## src/rtl/score_display.sv

```systemverilog
// Purpose: converts the binary score to BCD with a sequential double-dabble and renders it as 8x8 glyphs.
// Latency: capture edge + 20 shift edges, then one commit edge (deferred while the raster is on the digit rows).
// Backpressure: none; score changes while busy are ignored and the latest value is re-captured once idle.
module score_display #(
    parameter logic [9:0] SCORE_X    = 10'd72,
    parameter logic [9:0] SCORE_Y    = 10'd48,
    parameter int         NUM_DIGITS = 7
) (
    input  logic                    Clk,
    input  logic                    Reset,
    input  logic [19:0]             score,
    input  logic [9:0]              DrawX,
    input  logic [9:0]              DrawY,
    output logic                    is_score,
    output logic [4*NUM_DIGITS-1:0] digits,
    output logic                    busy,
    output logic                    done
);

    typedef enum logic [1:0] {IDLE, CONV, COMMIT} state_t;

    localparam int BW = 4 * NUM_DIGITS;

    state_t                state, state_nxt;
    logic [19:0]           conv_src;
    logic [19:0]           shift;
    logic [BW-1:0]         bcd;
    logic [BW-1:0]         bcd_adj;
    logic [4:0]            cnt;
    logic [NUM_DIGITS-1:0] blank;     // bit c set => cell c (0 = most significant) is dark
    logic                  capture, step, commit;
    logic                  in_rows, in_cols;
    logic [5:0]            dx;
    logic [2:0]            dy;
    logic [3:0]            cell_dig;
    logic                  cell_blank;
    logic [7:0]            row_byte;

    // Add 3 to every nibble of 5 or more; done before the shift so no carry can leave a nibble.
    function automatic logic [BW-1:0] bcd_adjust(input logic [BW-1:0] b);
        logic [BW-1:0] r;
        r = b;
        for (int i = 0; i < NUM_DIGITS; i++) begin
            if (b[4*i +: 4] >= 4'd5)
                r[4*i +: 4] = b[4*i +: 4] + 4'd3;
        end
        return r;
    endfunction

    // Leading-zero suppression; the least significant cell always stays visible.
    function automatic logic [NUM_DIGITS-1:0] calc_blank(input logic [BW-1:0] d);
        logic [NUM_DIGITS-1:0] m;
        logic                  z;
        z = 1'b1;
        m = '0;
        for (int c = 0; c < NUM_DIGITS; c++) begin
            z    = z & (d[4*(NUM_DIGITS-1-c) +: 4] == 4'd0);
            m[c] = z;
        end
        m[NUM_DIGITS-1] = 1'b0;
        return m;
    endfunction

    // 8x8 digit font, row 0 in the top byte, MSB is the leftmost pixel.
    function automatic logic [7:0] glyph_row(input logic [3:0] d, input logic [2:0] r);
        logic [63:0] g;
        logic [2:0]  ri;
        case (d)
            4'd0:    g = 64'h3C66_6E76_6666_3C00;
            4'd1:    g = 64'h1838_1818_1818_7E00;
            4'd2:    g = 64'h3C66_060C_3060_7E00;
            4'd3:    g = 64'h3C66_061C_0666_3C00;
            4'd4:    g = 64'h0C1C_3C6C_7E0C_0C00;
            4'd5:    g = 64'h7E60_7C06_0666_3C00;
            4'd6:    g = 64'h3C66_607C_6666_3C00;
            4'd7:    g = 64'h7E66_0C18_1818_1800;
            4'd8:    g = 64'h3C66_663C_6666_3C00;
            4'd9:    g = 64'h3C66_663E_0666_3C00;
            default: g = 64'h0;
        endcase
        ri = 3'd7 - r;
        return g[{ri, 3'b000} +: 8];
    endfunction

    assign in_rows = (DrawY >= SCORE_Y) && (DrawY < SCORE_Y + 10'd8);
    assign in_cols = (DrawX >= SCORE_X) && (DrawX < SCORE_X + 10'(8 * NUM_DIGITS));
    assign bcd_adj = bcd_adjust(bcd);
    assign busy    = (state != IDLE);

    // State register.
    always_ff @(posedge Clk or posedge Reset) begin
        if (Reset) state <= IDLE;
        else       state <= state_nxt;
    end

    // Next state and datapath strobes; commit waits until the raster leaves the digit rows.
    always_comb begin
        state_nxt = state;
        capture   = 1'b0;
        step      = 1'b0;
        commit    = 1'b0;
        case (state)
            IDLE: begin
                if (score != conv_src) begin
                    capture   = 1'b1;
                    state_nxt = CONV;
                end
            end
            CONV: begin
                step = 1'b1;
                if (cnt == 5'd19) state_nxt = COMMIT;
            end
            COMMIT: begin
                if (!in_rows) begin
                    commit    = 1'b1;
                    state_nxt = IDLE;
                end
            end
            default: state_nxt = IDLE;
        endcase
    end

    // Double-dabble shift engine and committed display registers.
    always_ff @(posedge Clk or posedge Reset) begin
        if (Reset) begin
            conv_src <= '0;
            shift    <= '0;
            bcd      <= '0;
            cnt      <= '0;
            digits   <= '0;
            blank    <= {1'b0, {(NUM_DIGITS-1){1'b1}}};
            done     <= 1'b0;
        end else begin
            done <= commit;
            if (capture) begin
                conv_src <= score;
                shift    <= score;
                bcd      <= '0;
                cnt      <= '0;
            end else if (step) begin
                bcd   <= {bcd_adj[BW-2:0], shift[19]};
                shift <= {shift[18:0], 1'b0};
                cnt   <= cnt + 5'd1;
            end
            if (commit) begin
                digits <= bcd;
                blank  <= calc_blank(bcd);
            end
        end
    end

    // Pixel lookup from committed state: cell from column bits [5:3], glyph bit from [2:0].
    always_comb begin
        dx         = 6'(DrawX - SCORE_X);
        dy         = 3'(DrawY - SCORE_Y);
        cell_dig   = 4'd0;
        cell_blank = 1'b1;
        for (int c = 0; c < NUM_DIGITS; c++) begin
            if (dx[5:3] == c[2:0]) begin
                cell_dig   = digits[4*(NUM_DIGITS-1-c) +: 4];
                cell_blank = blank[c];
            end
        end
        row_byte = glyph_row(cell_dig, dy);
        is_score = in_rows & in_cols & ~cell_blank & row_byte[~dx[2:0]];
    end

endmodule

```

## config.mk

```make
export PLATFORM = sky130hd
export DESIGN_NAME = score_display
export DESIGN_NICKNAME = d
export VERILOG_FILES = /design/src/rtl/score_display.sv
export SDC_FILE = /design/constraint.sdc
export NUM_CORES = 1
export LEC_CHECK = 0
export CAP_MARGIN = 15
export CORE_MARGIN = 2
export CORE_UTILIZATION = 54
export DETAILED_ROUTE_END_ITERATION = 16
export DONT_BUFFER_PORTS = 1
export PLACE_DENSITY = 0.69
export RECOVER_POWER = 100
export SETUP_SLACK_MARGIN = 0.02
export SLEW_MARGIN = 20
export SYNTH_ARGS = -nofsm -noshare
export SYNTH_HDL_FRONTEND = slang
export SYNTH_SLANG_ARGS = --single-unit
```

## constraint.sdc

```tcl
create_clock -name Clk -period 3.6 [get_ports Clk]
set_input_delay 0.18 -clock Clk [delete_from_list [all_inputs] [get_ports Clk]]
set_output_delay 0.18 -clock Clk [all_outputs]
set_load 0.02 [all_outputs]
```

==> key figures <==
Outcome
  • Status: finished, violations left
  • Failing checks: max-capacitance violations, max-slew violations

STA
  • Final setup fails: 0
  • Tmin final: 3.48 ns
  • Slew Limit Headroom: -0.670
  • Unrepaired setup endpoints after global routing: no
  • Fin crit share: 0.967
  • Clk_skew: 0.00939 ns
  • Max Freq: 287 MHz
  • Final hold vios: 0
  • Slew Viols, Final: 119
  • Worst Max-Slew Pin Slew: 2.50 ns
  • Final WS setup: 0.120 ns
  • Setup TNS: 0 ns

CTS
  • Clk pin slew, worst setup/hold paths: approximately 0.08 ns
  • CTS Buffer Depth: 2
  • Clk_lat worst skew: ~0.36 ns
  • CTS root buf: clkbuf_16
  • Cts bufs inserted: 9
  • Clock Sinks: 110
  • TritonCTS clock tree: done
  • Htree depth: 3

Worst setup path
  • Crit start category: flop
  • WP data required: 3.42 ns
  • Crit end category: primary output
  • Worst Setup Path Type: reg2out
  • Crit path DAT: 3.30 ns
  • CP max FO: 9
  • Flop2flop setup slack: slightly below 0.6 ns
  • FF-to-FF Start: conv_src[13]$_DFFE_PP0P_
  • Worst R2R End: conv_src[15]$_DFFE_PP0P_
  • Reg2Reg Depth: 8

Synthesis
  • #FFs+latches synth: 110
  • Distinct cells, synth: 68
  • Cell area after synthesis: ~6500 um2
  • Mean area per synthesized cell: a little under 9 um2
  • Cells after Synth: 740
  • Primary FF master, synth: dfrtp_1
  • Sequential area share after synthesis: 0.427
  • Synth top area cells: dfrtp_1, nand2_1, ha_1
  • Number of flops mapped to enable cells by yosys: 0
  • FFs w/ async S/R, synth: 1.00
  • Synth area leader: dfrtp_1
  • Yosys warning total: 0
  • Share of the synthesized area in the top cell type: 0.403
  • Syn_nets: 809

Routing
  • 1st-iter DRT viols: 566
  • Vias: 5521
  • DR vias/cell: about 6
  • Routed Wire Length: 17500 um
  • First drt pass iteration count: 13
  • Antenna-violating nets left: 0
  • Avg WL per Cell: approximately 20 um
  • # DRC: 0

Hold path
  • Hold Crit Endpoint: state[1]$_DFFE_PP0P_
  • Hold-critical path depth: 2
  • Min-Delay Startpoint: DrawY[5]
  • HP Class: in2reg

Placement
  • PortBufs: 0
  • RD Place Congestion: 0.955
  • Place WS: 0.330 ns
  • DP HPWL: 11900 um

Power and ir drop
  • Tot Pwr: 5320 uW
  • Power per standard cell area: 743 nW/um2
  • Maximum vdd drop: between 400 and 500 uV
  • Leak Pwr: 0.00321 uW

Global routing
  • Total grt overflow: 0
  • First-pass GRT wire length: 28300 um
  • Initial antenna violation count: 0
  • Largest net degree at the start of global routing: 64
  • Total track usage: 0.279
  • Vias in the first global route: 5363

Floorplanning
  • Core area: 11600 um2
  • Die span in x: 113 um
  • IO Count: 73
  • Die height: 113 um
  • Rows: 39
  • Overall die area: 12800 um2
  • Initial Utilization: 0.558

Finish
  • Layout cells sized above 1: 0.0913
  • Area Overhead vs Synth: 10.9%
  • Nets: 820
  • Antenna cells: 0

Run
  • Max_cap viols: 2
==> power by group <==
| part | total [uW] | switching [uW] | internal [uW] |
|---|---|---|---|
| logic | 2120 | 1280 | 845 |
| clock network | 1010 | 464 | 542 |
| registers | 2190 | 489 | 1700 |
==> cell usage in the layout, fill, tap and decap left out, types with 4 or more instances in the layout <==
| master | n |
|---|---|
| clkbuf_16 | 9 |
| nor4_1 | 4 |
| clkbuf_1 | 8 |
| o31ai_1 | 12 |
| mux2_2 | 5 |
| o21ai_0 | 54 |
| nand2b_1 | 13 |
| buf_4 | 14 |
| dfstp_2 | 6 |
| nand4_1 | 7 |
| nor3_1 | 7 |
| a211oi_1 | 7 |
| dfrtp_1 | 102 |
| a32o_1 | 7 |
| inv_1 | 29 |
| o211ai_1 | 7 |
| a21oi_1 | 27 |
| o32ai_1 | 6 |
| mux2i_1 | 13 |
| nand3b_1 | 4 |
| ha_1 | 24 |
| nand2_1 | 187 |
| dlygate4sd3_1 | 21 |
| xor2_1 | 16 |
| nor2_1 | 23 |
| a22oi_1 | 19 |
| xnor2_1 | 21 |
| nand3_1 | 28 |
==> state kept, by name, summed over array words and instances, names as in the netlist <==
| register | count |
|---|---|
| shift | 20 |
| done | 1 |
| digits | 28 |
| bcd | 28 |
| cnt | 5 |
| blank | 6 |
| state | 2 |
| conv_src | 20 |
==> synthesized netlist by cell type, types with 4 or more instances <==
library cell and n:
nor2_1 24, mux2_2 5, mux2i_1 13, dfrtp_1 104, xnor2_1 21, nor4_1 4
o211ai_1 7, nand3b_1 4, a32o_1 7, o31ai_1 13, dfstp_2 6, nand4_1 7
a21oi_1 27, o32ai_1 6, a22oi_1 19, ha_1 27, a21o_1 4, o21ai_0 54
inv_1 33, clkbuf_1 29, buf_2 7, nand2b_1 13, nand2_1 187, a211oi_1 7
nor3_1 7, xor2_1 16, nand3_1 28
==> how the worst max path moves through the flow <==
stage | from | endpoint | slack, ns | cells after the start
after CTS | digits[17]$_DFFE_PP0P_ | is_score | 0.02 | 12
after global routing | digits[17]$_DFFE_PP0P_ | is_score | 0.03 | 12
final | digits[19]$_DFFE_PP0P_ | is_score | 0.12 | 10
after floorplan | Reset | bcd[0]$_DFFE_PP0P_ | 0.53 | 1
after detailed placement | digits[15]$_DFFE_PP0P_ | is_score | 0.33 | 10
after global placement | digits[15]$_DFFE_PP0P_ | is_score | 0.33 | 10
==> cell families (layout without fill, tap and decap cells) <==
group           count (synthesis)  count (layout)  synth area share
simple gates                  287             287             0.193
compound gates                183             183             0.196
flops                         110             110             0.427
buf+inv                        78              94            0.0519
xor+xnor                       37              37            0.0502
fa+ha+maj                      27              27            0.0523
mux                            18              18            0.0289
==> area by class of cell <==
| type | count | area (um2) |
|---|---|---|
| Clock buffer | 11 | 233 |
| Clock inverter | 5 | 60.1 |
| Fill cell | 1029 | 4400 |
| Inverter | 34 | 130 |
| Multi-Input combinational cell | 552 | 3440 |
| Sequential cell | 110 | 2760 |
| Tap cell | 143 | 179 |
| Timing Repair Buffer | 44 | 353 |
==> worst max-delay path, cell delays in order (launching register included) <==
cell	delay (ns)
dfrtp_1	0.47
mux2_2	0.33
a221oi_4	0.34
o21ai_2	0.22
buf_4	0.23
nor2_2	0.19
a2111oi_2	0.14
a211oi_2	0.32
o211ai_1	0.19
a2111oi_4	0.31
buf_4	0.20
==> layer usage <==
layer  up-vias  share of wire  wire, um  GRT usage
met1      2684           0.45      7870      0.401
met3        32          0.072      1250     0.0605
li1       2604              -         -          -
met4         0          0.023       397      0.103
met5         -              0         0          0
met2       201           0.46      7980      0.418
==> through the flow <==
step                      hold WS, ns  cell area [um2]  cells   util
after floorplan                 0.285             6460    740      -
after global placement          0.250             6620    862  0.573
after detailed placement        0.265             6620    862  0.573
after CTS                       0.129             7130    899  0.617
after global routing            0.163             7160    899  0.619
final                           0.148             7160    899  0.619
==> repair_timing <==
| action | CTS | global route |
|---|---|---|
| gates resized for setup | 6 | 20 |
| endpoints found under the hold margin | 101 | 0 |
| hold buffers | 21 | 0 |
| pin swaps | 0 | 8 |
| setup endpoints to repair | 1 | 1 |
| buffers inserted | 0 | 0 |
No activity file was read; power rests on OpenSTA's default activity.
